--- src/rtl/sddt_maint_arbiter_pkg.sv ---
// Shared command encoding and FSM state type for the maintenance arbiter.
package sddt_maint_arbiter_pkg;

  localparam int OPC_MSB    = 127;
  localparam int OPC_LSB    = 124;
  localparam int WAIT_CNT_W = 32;

  typedef enum logic [3:0] {
    OPC_WAIT = 4'h0,
    OPC_PREA = 4'h3,
    OPC_REF  = 4'h6,
    OPC_ZQCS = 4'h7
  } opcode_e;

  typedef enum logic [2:0] {
    ST_IDLE,
    ST_PREA,
    ST_WAIT_RP,
    ST_REF,
    ST_WAIT_RFC,
    ST_ZQ,
    ST_WAIT_ZQ
  } state_e;

  // Build a 128-bit command word: opcode on top, wait count in the low field.
  function automatic logic [127:0] mk_cmd(opcode_e op, logic [WAIT_CNT_W-1:0] cnt);
    logic [127:0] w;
    w = '0;
    w[OPC_MSB:OPC_LSB] = op;
    w[WAIT_CNT_W-1:0] = cnt;
    return w;
  endfunction

endpackage

--- src/rtl/maint_interval_timer.sv ---
// Free-running interval counter; pulses req on its terminal count.
module maint_interval_timer #(
  parameter int unsigned INTERVAL = 5200
) (
  input  logic clk,
  input  logic rst,
  input  logic en,
  output logic req
);

  localparam int CW = (INTERVAL > 1) ? $clog2(INTERVAL) : 1;
  localparam logic [CW-1:0] LAST = CW'(INTERVAL - 1);

  logic [CW-1:0] cnt;

  // Count 0..INTERVAL-1 while enabled; disabling parks the count at 0.
  always_ff @(posedge clk) begin
    if (rst || !en) cnt <= '0;
    else if (cnt == LAST) cnt <= '0;
    else cnt <= cnt + 1'b1;
  end

  assign req = !rst && en && (cnt == LAST);

endmodule

--- src/rtl/sddt_maint_arbiter.sv ---
// Merges host commands with refresh / ZQ maintenance sequences into one stream.
module sddt_maint_arbiter
  import sddt_maint_arbiter_pkg::*;
#(
  parameter int unsigned REF_INTERVAL = 5200,
  parameter int unsigned ZQ_INTERVAL  = 65536,
  parameter int unsigned T_RP         = 10,
  parameter int unsigned T_RFC        = 234,
  parameter int unsigned T_ZQCS       = 128,
  parameter int unsigned URGENT_THR   = 4,
  parameter int unsigned MAX_POSTPONE = 8
) (
  input  logic          c0_ddr4_clk,
  input  logic          c0_ddr4_rst,
  input  logic          maint_en,
  input  logic          per_ref_init,
  input  logic          per_zq_init,
  input  logic [127:0]  S_AXIS_CMD_tdata,
  input  logic          S_AXIS_CMD_tvalid,
  output logic          S_AXIS_CMD_tready,
  output logic [127:0]  M_AXIS_CMD_tdata,
  output logic          M_AXIS_CMD_tvalid,
  input  logic          M_AXIS_CMD_tready,
  output logic [3:0]    ref_pending,
  output logic [15:0]   ref_issued_cnt,
  output logic          maint_busy,
  output logic          maint_err
);

  localparam logic [3:0] URG  = 4'(URGENT_THR);
  localparam logic [4:0] MAXP = 5'(MAX_POSTPONE);

  state_e        state, state_nxt;
  logic          zq_pending, zq_nxt;
  logic [3:0]    pend_nxt;
  logic [4:0]    pend_sum;
  logic          ref_tick, zq_tick;
  logic          slot_free, start, host_rdy;
  logic          load, ref_take, zq_take;
  logic [127:0]  load_data;

  maint_interval_timer #(.INTERVAL(REF_INTERVAL)) u_ref_tmr (
    .clk(c0_ddr4_clk), .rst(c0_ddr4_rst), .en(maint_en), .req(ref_tick)
  );

  maint_interval_timer #(.INTERVAL(ZQ_INTERVAL)) u_zq_tmr (
    .clk(c0_ddr4_clk), .rst(c0_ddr4_rst), .en(maint_en), .req(zq_tick)
  );

  assign slot_free = !M_AXIS_CMD_tvalid || M_AXIS_CMD_tready;
  // A busy host only yields once refresh debt reaches the urgent level.
  assign start = (((ref_pending != 4'd0) || zq_pending) && !S_AXIS_CMD_tvalid)
              || (ref_pending >= URG);

  // Next state and the beat to load; every maintenance state emits one beat.
  always_comb begin
    state_nxt = state;
    load      = 1'b0;
    load_data = '0;
    ref_take  = 1'b0;
    zq_take   = 1'b0;
    host_rdy  = 1'b0;
    case (state)
      ST_IDLE: begin
        host_rdy = !start && slot_free;
        if (start) state_nxt = ST_PREA;
        else if (S_AXIS_CMD_tvalid && host_rdy) begin
          load      = 1'b1;
          load_data = S_AXIS_CMD_tdata;
        end
      end
      ST_PREA: if (slot_free) begin
        load      = 1'b1;
        load_data = mk_cmd(OPC_PREA, '0);
        state_nxt = ST_WAIT_RP;
      end
      ST_WAIT_RP: if (slot_free) begin
        load      = 1'b1;
        load_data = mk_cmd(OPC_WAIT, T_RP[31:0]);
        state_nxt = (ref_pending != 4'd0) ? ST_REF : ST_ZQ;
      end
      ST_REF: if (slot_free) begin
        load      = 1'b1;
        ref_take  = 1'b1;
        load_data = mk_cmd(OPC_REF, '0);
        state_nxt = ST_WAIT_RFC;
      end
      ST_WAIT_RFC: if (slot_free) begin
        load      = 1'b1;
        load_data = mk_cmd(OPC_WAIT, T_RFC[31:0]);
        if (ref_pending != 4'd0) state_nxt = ST_REF;
        else if (zq_pending)     state_nxt = ST_ZQ;
        else                     state_nxt = ST_IDLE;
      end
      ST_ZQ: if (slot_free) begin
        load      = 1'b1;
        zq_take   = 1'b1;
        load_data = mk_cmd(OPC_ZQCS, '0);
        state_nxt = ST_WAIT_ZQ;
      end
      ST_WAIT_ZQ: if (slot_free) begin
        load      = 1'b1;
        load_data = mk_cmd(OPC_WAIT, T_ZQCS[31:0]);
        state_nxt = ST_IDLE;
      end
      default: state_nxt = ST_IDLE;
    endcase
  end

  // Request bookkeeping: timer and init pulse may both add in one cycle.
  always_comb begin
    pend_sum = {1'b0, ref_pending} + 5'(ref_tick) + 5'(per_ref_init) - 5'(ref_take);
    pend_nxt = (pend_sum > 5'd15) ? 4'd15 : pend_sum[3:0];
    zq_nxt   = (zq_pending && !zq_take) || zq_tick || per_zq_init;
  end

  // State, counters and the single output slot register.
  always_ff @(posedge c0_ddr4_clk) begin
    if (c0_ddr4_rst) begin
      state             <= ST_IDLE;
      ref_pending       <= '0;
      zq_pending        <= 1'b0;
      ref_issued_cnt    <= '0;
      maint_err         <= 1'b0;
      M_AXIS_CMD_tvalid <= 1'b0;
      M_AXIS_CMD_tdata  <= '0;
    end else begin
      state          <= state_nxt;
      ref_pending    <= pend_nxt;
      zq_pending     <= zq_nxt;
      ref_issued_cnt <= ref_issued_cnt + 16'(ref_take);
      if ({1'b0, pend_nxt} > MAXP) maint_err <= 1'b1;
      if (load) begin
        M_AXIS_CMD_tvalid <= 1'b1;
        M_AXIS_CMD_tdata  <= load_data;
      end else if (slot_free) begin
        M_AXIS_CMD_tvalid <= 1'b0;
      end
    end
  end

  assign S_AXIS_CMD_tready = host_rdy && !c0_ddr4_rst;
  assign maint_busy        = (state != ST_IDLE);

endmodule
--- config.mk ---
export PLATFORM = sky130hd
export DESIGN_NAME = sddt_maint_arbiter
export DESIGN_NICKNAME = d
export VERILOG_FILES = /design/src/rtl/sddt_maint_arbiter_pkg.sv /design/src/rtl/maint_interval_timer.sv /design/src/rtl/sddt_maint_arbiter.sv
export SDC_FILE = /design/constraint.sdc
export NUM_CORES = 1
export LEC_CHECK = 0
export BUFFER_PORTS_ARGS = -buffer_cell sky130_fd_sc_hd__clkbuf_2
export CORE_AREA = 2 2 123 125
export DETAILED_ROUTE_END_ITERATION = 12
export DIE_AREA = 0 0 125 127
export PLACE_DENSITY = 0.85
export SETUP_SLACK_MARGIN = 0.15
export SYNTH_ARGS = -nofsm -noshare
export SYNTH_HDL_FRONTEND = slang
export SYNTH_SLANG_ARGS = --single-unit
--- constraint.sdc ---
create_clock -name c0_ddr4_clk -period 4 [get_ports c0_ddr4_clk]
set_input_delay 0.2 -clock c0_ddr4_clk [delete_from_list [all_inputs] [get_ports c0_ddr4_clk]]
set_output_delay 0.2 -clock c0_ddr4_clk [all_outputs]
set_load 0.005 [all_outputs]
---- Yosys cells after proc, flatten, opt, wreduce, memory -nomap -nowiden ----
Index checks and enable logic that the tools add are counted.
W data, S select, Z words.
storage, ports and cells
  input port bits ......................... 135
  latch bits .............................. 0
  output and inout port bits .............. 152
  register bits after elaboration ......... 183
  bits in read-only memories .............. 0
  word-level logic and storage cells ...... 91
  memory bits (writable) .................. 0
  memories kept ........................... 0
operators by class
  shift operators ......................... 0
  bitwise gates (word level) .............. 0
  $mul .................................... 0
  add/subtract/negate cells ............... 6
  muxes and demuxes ....................... 30
  reduce and logical (&&, ||, !) cells .... 28
  equality and inequality tests ........... 15
  div/mod/pow operators ................... 0
  $lt $le $gt $ge ......................... 3
operators by type and width
  kind                     number
  $pmux W128 S7            1
  $mux W128                2
  $mux W127                2
  $mux W126                1
  $mux W3                  10
  $pmux W3 S7              1
  $add A16 B1 Y16          1
  $add A16 B1 Y16 const B  1
  $eq A16 B16 Y1 const B   1
  $mux W8                  2
  $ne A2 B2 Y1 const B     7
  $add A13 B1 Y13 const B  1
  $eq A13 B13 Y1 const B   1
  $eq A3 B3 Y1 const B     3
  $logic_and A1 B1 Y1      8
  $mux W1                  8
  $mux W4                  2
  $reduce_and A7 Y1        1
  $eq A3 B2 Y1 const B     2
  $logic_not A1 Y1         6
  $logic_or A1 B1 Y1       6
  $reduce_or A6 Y1         1
  $add A4 B1 Y5            1
  $add A5 B1 Y5            1
  other kinds (11)         12

---- Longest topological paths before layout ----
Gate-level depths: netlist of the first run.
  depth after elaboration ................. 11
  mapped depth ............................ 13

---- By module ----
Synthesis of the first run repeated with hierarchy kept, for this count alone.
second synthesis, totals
  cells, all modules ...................... 747
  area total of the unflattened synthesis .. 8114.0 um2
modules (own cells, without submodules)
  module                             instances  area each (um2)  cells an instance
  sddt_maint_arbiter                 1          6722.7           596
  maint_interval_timer at u_zq_tmr   1          716.9            82
  maint_interval_timer at u_ref_tmr  1          674.4            69

---- Least setup slack after synthesis of the first run ----
Ideal clock, no wire load.
  kind .................................... register to register
  start ................................... register u_ref_tmr.cnt[0]
  end ..................................... register maint_err
  stages on the path, launching flop included .. 14
  slack ................................... 1237 ps
  required time ........................... 3883 ps
  setup time .............................. 117 ps
  arrival ................................. 2646 ps
  cell sequence ........................... dfxtp_1 -> ha_1 -> nand3_1 -> nor4b_1 -> nand4b_1 -> nor2_1 -> fa_1 -> inv_1 -> fa_1 -> nand2b_1 -> a21oi_1 -> xnor2_1 -> nand4_1 -> a22o_1
on the way
  word-level cells in the longest chain between the ends .. 8
RTL lines
  what                    RTL line                    source
  start, declared         maint_interval_timer.sv:14  logic [CW-1:0] cnt;
  start signal, assigned  maint_interval_timer.sv:20  else cnt <= cnt + 1'b1;
  $eq A13 B13 Y1 *        maint_interval_timer.sv:23  assign req = !rst && en && (cnt == LAST);
  $logic_and A1 B1 Y1 *   maint_interval_timer.sv:23
  $add A4 B1 Y5 *         sddt_maint_arbiter.sv:112   pend_sum = {1'b0, ref_pending} + 5'(ref_tick) + 5'(per_ref_init) - 5'(ref_take);
  $add A5 B1 Y5 *         sddt_maint_arbiter.sv:112
  $sub A5 B1 Y5 *         sddt_maint_arbiter.sv:112
  $gt A5 B4 Y1            sddt_maint_arbiter.sv:113   pend_nxt = (pend_sum > 5'd15) ? 4'd15 : pend_sum[3:0];
  $mux W4 *               sddt_maint_arbiter.sv:113
  $gt A4 B4 Y1 *          sddt_maint_arbiter.sv:132   if ({1'b0, pend_nxt} > MAXP) maint_err <= 1'b1;
  end signal, assigned    sddt_maint_arbiter.sv:124   maint_err <= 1'b0;
  end signal, assigned    sddt_maint_arbiter.sv:132
  end, declared           sddt_maint_arbiter.sv:27    output logic maint_err
Every way passes the cells marked *; elsewhere a longest branch is shown, timed or not.
A chain may end at the register's enable or synchronous reset.

---- Final worst setup path of the first run ----
Ends and elaborated chain as after synthesis.

==> impl_metrics.py, run 1 <==
metrics = {
    "status": {
        "status": "finished, final reports clean",
    },
    "routing": {
        "route.vias.total": 6330,
        "wl_um": 18930,
        "wl_per_cell_um": 15.85,
        "ant_nets": 0,
        "drc": 0,
        "via_per_inst": 5.302,
        "drt_iter0_markers": 328,
        "drtPass1Iterations": 5,
    },
    "synth": {
        "seq_area_frac_synth_pct": 53.40,
        "synth-seq-cells": 183,
        "synth_adder_area_share_pct": 2.225,
        "netlist_area_sq_um": 6860,
        "synth_top_family_by_area": "compound AO/OA/AOI/OAI gates",
        "muxShareOfSynthArea_pct": 0.1459,
        "synthArstFlopShare_pct": 0,
        "synth_xor_xnor_area_share_pct": 4.724,
        "synth_compound_area_share_pct": 17.82,
        "synth-edff-count": 0,
        "synth_ff_type": "dfxtp_1",
        "netlist_instances": 733,
        "synth_nets": 879,
        "yosysWarnings": 0,
        "synth_area_per_cell_sq_um": 9.359,
        "ys_types": 43,
        "yosys.area_share.simple_pct": 16.91,
    },
    "timing": {
        "timing.fmax_mhz": 305.3,
        "fin_tns_setup_ps": 0,
        "min_period_over_period_pct": 81.90,
        "rsz0062_at_grt": "false",
        "fin_skew_ps": 13.58,
        "setup_viol": 0,
        "hold_viol_final": 0,
        "min_period_ps": 3276,
        "maxSlewViolCount": 0,
        "tightest_slew_ps": 816.7,
        "slew_headroom_pct": 45.56,
    },
    "setup_path": {
        "crit_arrival_ps": 3590,
        "worstSetupEndpointType": "flip-flop",
        "slowest_stage": "fa_1",
        "crit_top_cell": "fa_1",
        "slowest_delay_ps": 400,
        "cp_max_fo": 5,
        "crit_path_cell_trace": "ha_1 -> nand3_1 -> nor4b_1 -> nand4b_1 -> nor2_1 -> fa_1 -> inv_1 -> fa_1 -> nand2b_1 -> a21oi_1 -> xnor2_1 -> nand4_1 -> a22o_1",
        "cp-start-kind": "flip-flop",
        "cp.required_ps": 4310,
        "path_class": "flip-flop to flip-flop",
    },
    "clocking": {
        "cts_max_level": 4,
        "tritoncts": "built",
        "clk_pin_slew_ps": 60,
        "numCtsBuffers": 17,
        "clk_latency_ps": 430,
        "post_cts_buffers": 0,
        "cts_hold_buf": 2,
        "cts-root-buf": "clkbuf_16",
        "clock_sinks": 183,
        "cts.repair.resized": 0,
        "clock_path_buffers": 2,
    },
    "pwr": {
        "power_density_nw_per_um2": 614.1,
        "leakagePower_nw": 3.951,
        "power_w": 0.005479,
        "vdd_drop_max_mv": 0.5002,
    },
    "die": {
        "io_pins": 287,
        "core_area_sq_um": 14420,
        "die_w_um": 125,
        "dieArea_sq_um": 15880,
        "die_y_um": 127,
        "rows": 44,
        "start_util_pct": 47.56,
    },
    "placement": {
        "place_area_sq_um": 8333,
        "dp_hpwl_um": 13250,
        "io_buffers": 286,
        "gp_congestion": 0.8596,
        "dpl.cell_count": 1160,
    },
    "grt": {
        "groute.usage.overall_pct": 23.30,
        "grt_pass1_vias": 6090,
        "grt_start_max_net_pins": 98,
        "antenna_found_initial": 1,
        "overflow": 0,
        "grt_pass1_wl_um": 30130,
    },
    "cells_and_area": {
        "stdcell_count": 1194,
        "drive_gt1_share_pct": 32.80,
        "fin_area_sq_um": 8922,
        "multiInputGateArea_sq_um": 2880,
        "finalNetCount": 1143,
        "mostFrequentLayoutCell": "clkbuf_2",
        "fillers": 1187,
        "regArea_sq_um": 3664,
        "final_cell_mix": "clkbuf_2, dfxtp_1, nor2_1",
        "syn_to_final_growth_pct": 30.06,
    },
    "worst_hold_path": {
        "hp-class": "input pin to flip-flop",
    },
    "flow_run": {
        "drv_cap": 0,
    },
}
[synth_stat cells, types with 8 or more instances]
master	n	area (sq um)
dfxtp_1	183	3664
nor2_1	175	656.9
a22oi_1	122	915.9
a21oi_1	22	110.1
buf_2	22	110.1
nand2_1	21	78.83
xor2_1	21	183.9
nand3_1	19	95.09
clkbuf_1	18	67.56
xnor2_1	16	140.1
o21ai_0	15	75.07
inv_1	14	52.55
and3_1	9	56.30
ha_1	9	112.6
nand4_1	8	50.05
[cell type report]
class / count / share of cell area, %
sequential: 183 / 41.06
clock inverter: 9 / 1.038
antenna: 1 / 0.02805
multi-input combinational: 484 / 32.28
clock buffer: 22 / 5.315
timing repair buffer: 295 / 17.02
tap: 184 / 2.580
inverter: 16 / 0.6731
[report_power, final]
group / internal [W] / switching, W / total (W)
combinational: 0.000615 / 0.00105 / 0.00166
sequential: 0.00205 / 0.000167 / 0.00222
clock: 0.000910 / 0.000687 / 0.00160
total: 0.00358 / 0.00190 / 0.00548
[registers in the layout (all words and copies together), names as in the netlist, 3 cells and up]
name / count
u_ref_tmr.cnt: 13
ref_pending: 4
ref_issued_cnt: 16
M_AXIS_CMD_tdata: 128
state: 3
u_zq_tmr.cnt: 16
[stage by stage]
step | util [%] | hold slack, ps | setup WS [ps]
detailed placement | 57.77 | 443.9 | 931.8
global placement | 57.77 | 433.3 | 1055
CTS | 61.84 | 0.1414 | 787.6
finish | 61.86 | 12.52 | 724.0
floorplan | - | 325.9 | 1237
global route | 61.86 | 3.187 | 356.8
[cells by family (layout without fill, tap and decap cells)]
logic type,Yosys count,in the layout
AOI/OAI and AO/OA,173,173
xor gates and xnor gates,37,37
adders and majority gates,11,11
buffers and inverters,66,342
DFF,183,183
muxes,1,1
other,0,1
and+or+nand+nor,262,262
[worst max-delay path, delay by kind of cell (launching register included)]
kind	cells	cell delay (ps)
AOI/OAI and AO/OA	2	390
xor gates and xnor gates	1	280
adders and majority gates	3	820
buffers and inverters	1	60
DFF	1	380
and+or+nand+nor	6	1260
[final timing paths]
kind                               start                           endpoint  slack, ps  cells past startpoint
min                 S_AXIS_CMD_tdata[53]  M_AXIS_CMD_tdata[53]$_SDFFE_PP0P_         10                      3
max reg2reg  u_ref_tmr.cnt[0]$_SDFF_PP0_             maint_err$_SDFFE_PP0N_        720                     13
min reg2reg   u_zq_tmr.cnt[0]$_SDFF_PP0_         u_zq_tmr.cnt[0]$_SDFF_PP0_        460                      1
max          u_ref_tmr.cnt[0]$_SDFF_PP0_             maint_err$_SDFFE_PP0N_        720                     13
[routing by layer]
layer,up-vias,GRT usage (%),routed length [um]
li1,3092,-,-
met1,2916,25.81,7325
met2,283,41.34,9622
met3,39,7.286,1484
met4,0,10.20,494
met5,-,0,0
No activity file was read; power rests on OpenSTA's default activity.
==> inputs of run 2 (changes only) <==
--- a/config.mk
+++ b/config.mk
@@ -6,10 +6,10 @@
 export NUM_CORES = 1
 export LEC_CHECK = 0
 export BUFFER_PORTS_ARGS = -buffer_cell sky130_fd_sc_hd__clkbuf_2
-export CORE_AREA = 2 2 123 125
+export CORE_AREA = 2 2 130 132
 export DETAILED_ROUTE_END_ITERATION = 12
-export DIE_AREA = 0 0 125 127
-export PLACE_DENSITY = 0.85
+export DIE_AREA = 0 0 132 134
+export PLACE_DENSITY = 0.81
 export SETUP_SLACK_MARGIN = 0.15
 export SYNTH_ARGS = -nofsm -noshare
 export SYNTH_HDL_FRONTEND = slang
==> constraint.sdc (replaced) <==
create_clock -name c0_ddr4_clk -period 2.7 [get_ports c0_ddr4_clk]
set_input_delay 0.135 -clock c0_ddr4_clk [delete_from_list [all_inputs] [get_ports c0_ddr4_clk]]
set_output_delay 0.135 -clock c0_ddr4_clk [all_outputs]
set_load 0.005 [all_outputs]
==> impl_metrics.py, run 2 (synthesis results as in run 1) <==
metrics = {
    "status": {
        "status": "finished, final reports clean",
    },
    "grt": {
        "grt_start_max_net_pins": 127,
        "antenna_found_initial": 0,
        "overflow": 0,
        "grt_pass1_wl_um": 34020,
        "groute.usage.overall_pct": 23.35,
        "grt_pass1_vias": 6924,
    },
    "setup_path": {
        "worstSetupEndpointType": "flip-flop",
        "crit_path_cell_trace": "ha_4 -> nand3_4 -> nor4b_4 -> nand4b_1 -> nor2_2 -> fa_2 -> inv_2 -> fa_2 -> nand2b_4 -> a21oi_4 -> xnor2_2 -> a21oi_2 -> a22o_1",
        "worstRegToRegCells": 13,
        "cp-start-kind": "flip-flop",
        "cp_max_fo": 3,
        "r2r_end": "maint_err$_SDFFE_PP0N_",
        "path_class": "flip-flop to flip-flop",
        "regToRegSetupSlack_ps": 130,
        "slowest_stage": "dfxtp_2",
        "crit_top_cell": "fa_2",
        "timing.critical_path.from": "u_ref_tmr.cnt[0]$_SDFF_PP0_",
        "cp.required_ps": 3020,
        "r2r_start": "u_ref_tmr.cnt[0]$_SDFF_PP0_",
        "slowest_delay_ps": 350,
        "crit_arrival_ps": 2880,
    },
    "cells_and_area": {
        "regMostFlops": "M_AXIS_CMD_tdata",
        "largest_register_ffs": 128,
        "finalNetCount": 1279,
        "diodes": 0,
        "final_cell_mix": "clkbuf_2, dfxtp_1, nor2_1",
        "syn_to_final_growth_pct": 51.76,
        "drive_gt1_share_pct": 31.50,
        "fin_area_sq_um": 10410,
        "stdcell_count": 1366,
        "final_core_util_pct": 63.91,
        "mostFrequentLayoutCell": "clkbuf_2",
        "top_regs": "M_AXIS_CMD_tdata: 128 flops, ref_issued_cnt: 16 flops, u_zq_tmr.cnt: 16 flops",
    },
    "routing": {
        "wl_per_cell_um": 15.53,
        "route.vias.total": 7042,
        "drt_iter0_markers": 466,
        "drc": 0,
        "wl_um": 21220,
        "drtPass1Iterations": 5,
        "via_per_inst": 5.155,
        "ant_nets": 0,
    },
    "worst_hold_path": {
        "hp-start": "S_AXIS_CMD_tdata[124]",
        "worstHoldPathCells": 3,
        "whs_endpoint": "M_AXIS_CMD_tdata[124]$_SDFFE_PP0P_",
        "hp-class": "input pin to flip-flop",
    },
    "die": {
        "io_pins": 287,
        "start_util_pct": 42.12,
        "die_w_um": 132,
        "core_area_sq_um": 16290,
        "dieArea_sq_um": 17690,
        "rows": 47,
        "die_y_um": 134,
    },
    "pwr": {
        "leakagePower_nw": 4.560,
        "vdd_drop_max_mv": 0.8563,
        "power_density_nw_per_um2": 817.2,
    },
    "clocking": {
        "numCtsBuffers": 17,
        "clock_sinks": 183,
        "clk_pin_slew_ps": 70,
        "clock_path_buffers": 2,
        "cts_max_level": 4,
        "clk_latency_ps": 430,
        "tritoncts": "built",
        "cts-root-buf": "clkbuf_16",
    },
    "timing": {
        "min_period_ps": 2565,
        "maxSlewViolCount": 0,
        "holdWs_ps": 22.10,
        "min_period_over_period_pct": 95.01,
        "hold_viol_final": 0,
        "fin_skew_ps": 11.45,
        "tightest_slew_ps": 1004,
        "timing.fmax_mhz": 389.8,
        "rsz0062_at_grt": "true",
        "slew_headroom_pct": 33.08,
        "setup_viol": 0,
    },
    "flow_run": {
        "drv_cap": 0,
    },
    "placement": {
        "io_buffers": 286,
        "place_area_sq_um": 8538,
        "dpl.cell_count": 1205,
        "gp_congestion": 0.8732,
        "dp_hpwl_um": 12430,
    },
}
==> run 2: changes by cell type in the layout (fill, tap and decap cells not counted), moves of 2 or more <==
cell,change
buf_4,+11
dfxtp_2,+2
fa_1,-2
clkinvlp_4,-2
buf_12,+2
clkinv_4,+3
inv_8,+4
clkbuf_8,-2
clkbuf_1,-2
a21oi_1,-2
fa_2,+2
dfxtp_1,-2
dlygate4sd3_1,+123
==> run 2: critical path, delay by kind of cell (launching register included) <==
family / cells / cell delay (ps)
AO/OA/AOI/OAI: 3 / 440
flip-flops: 1 / 350
buffers and inverters: 1 / 40
AND/OR/NAND/NOR: 5 / 740
adder cells (fa/ha/maj): 3 / 720
XOR/XNOR: 1 / 150
==> run 2: power by group <==
group          internal, W  total, W  switching [W]  leakage (nW)
clock              0.00125   0.00241        0.00116         0.282
combinational      0.00117   0.00284        0.00167          2.79
sequential         0.00304   0.00326       0.000215          1.48
total              0.00546   0.00851        0.00305          4.56
==> run 2: what timing repair did <==
action	CTS	global route
endpoints found under the hold margin	124	0
gates resized for setup	2	2
endpoints found under the setup margin	5	6
hold buffers	125	0
cloned	0	0
buffers inserted	3	1
pin swaps	10	1
==> run 2: how the worst max path moves through the flow <==
stage / to / slack [ps] / cells after the start
2_1_floorplan: maint_err$_SDFFE_PP0N_ / 90 / 13
3_3_place_gp: maint_err$_SDFFE_PP0N_ / 20 / 13
3_5_place_dp: maint_err$_SDFFE_PP0N_ / -30 / 13
4_1_cts: maint_err$_SDFFE_PP0N_ / 130 / 13
5_1_grt: maint_err$_SDFFE_PP0N_ / 10 / 13
6_report: maint_err$_SDFFE_PP0N_ / 130 / 13
==> run 2: through the flow <==
step | power (W) | TNS (ps) | setup slack, ps
after global routing | 0.008977 | 0 | 14.01
final | 0.008508 | 0 | 134.7
after floorplan | 0.005115 | 0 | 85.44
after global placement | 0.005803 | 0 | 24.56
after detailed placement | 0.005865 | -34.71 | -34.71
after CTS | 0.008486 | 0 | 126.8
==> run 2: metal layers <==
layer	part of all wire, %	track usage, %	wire length (um)
met1	40	27.74	8444
met2	50	40.97	10610
met3	8.0	6.122	1691
met4	2.2	8.031	466
met5	0	0	0
==> run 2: cell type report <==
type / count / area, sq um
Inverter: 16 / 60.06
Tap cell: 220 / 275.3
Clock inverter: 14 / 135.1
Clock buffer: 18 / 439.2
Multi-Input combinational cell: 484 / 2963
Timing Repair Buffer: 431 / 2873
Fill cell: 1212 / 5878
Sequential cell: 183 / 3666
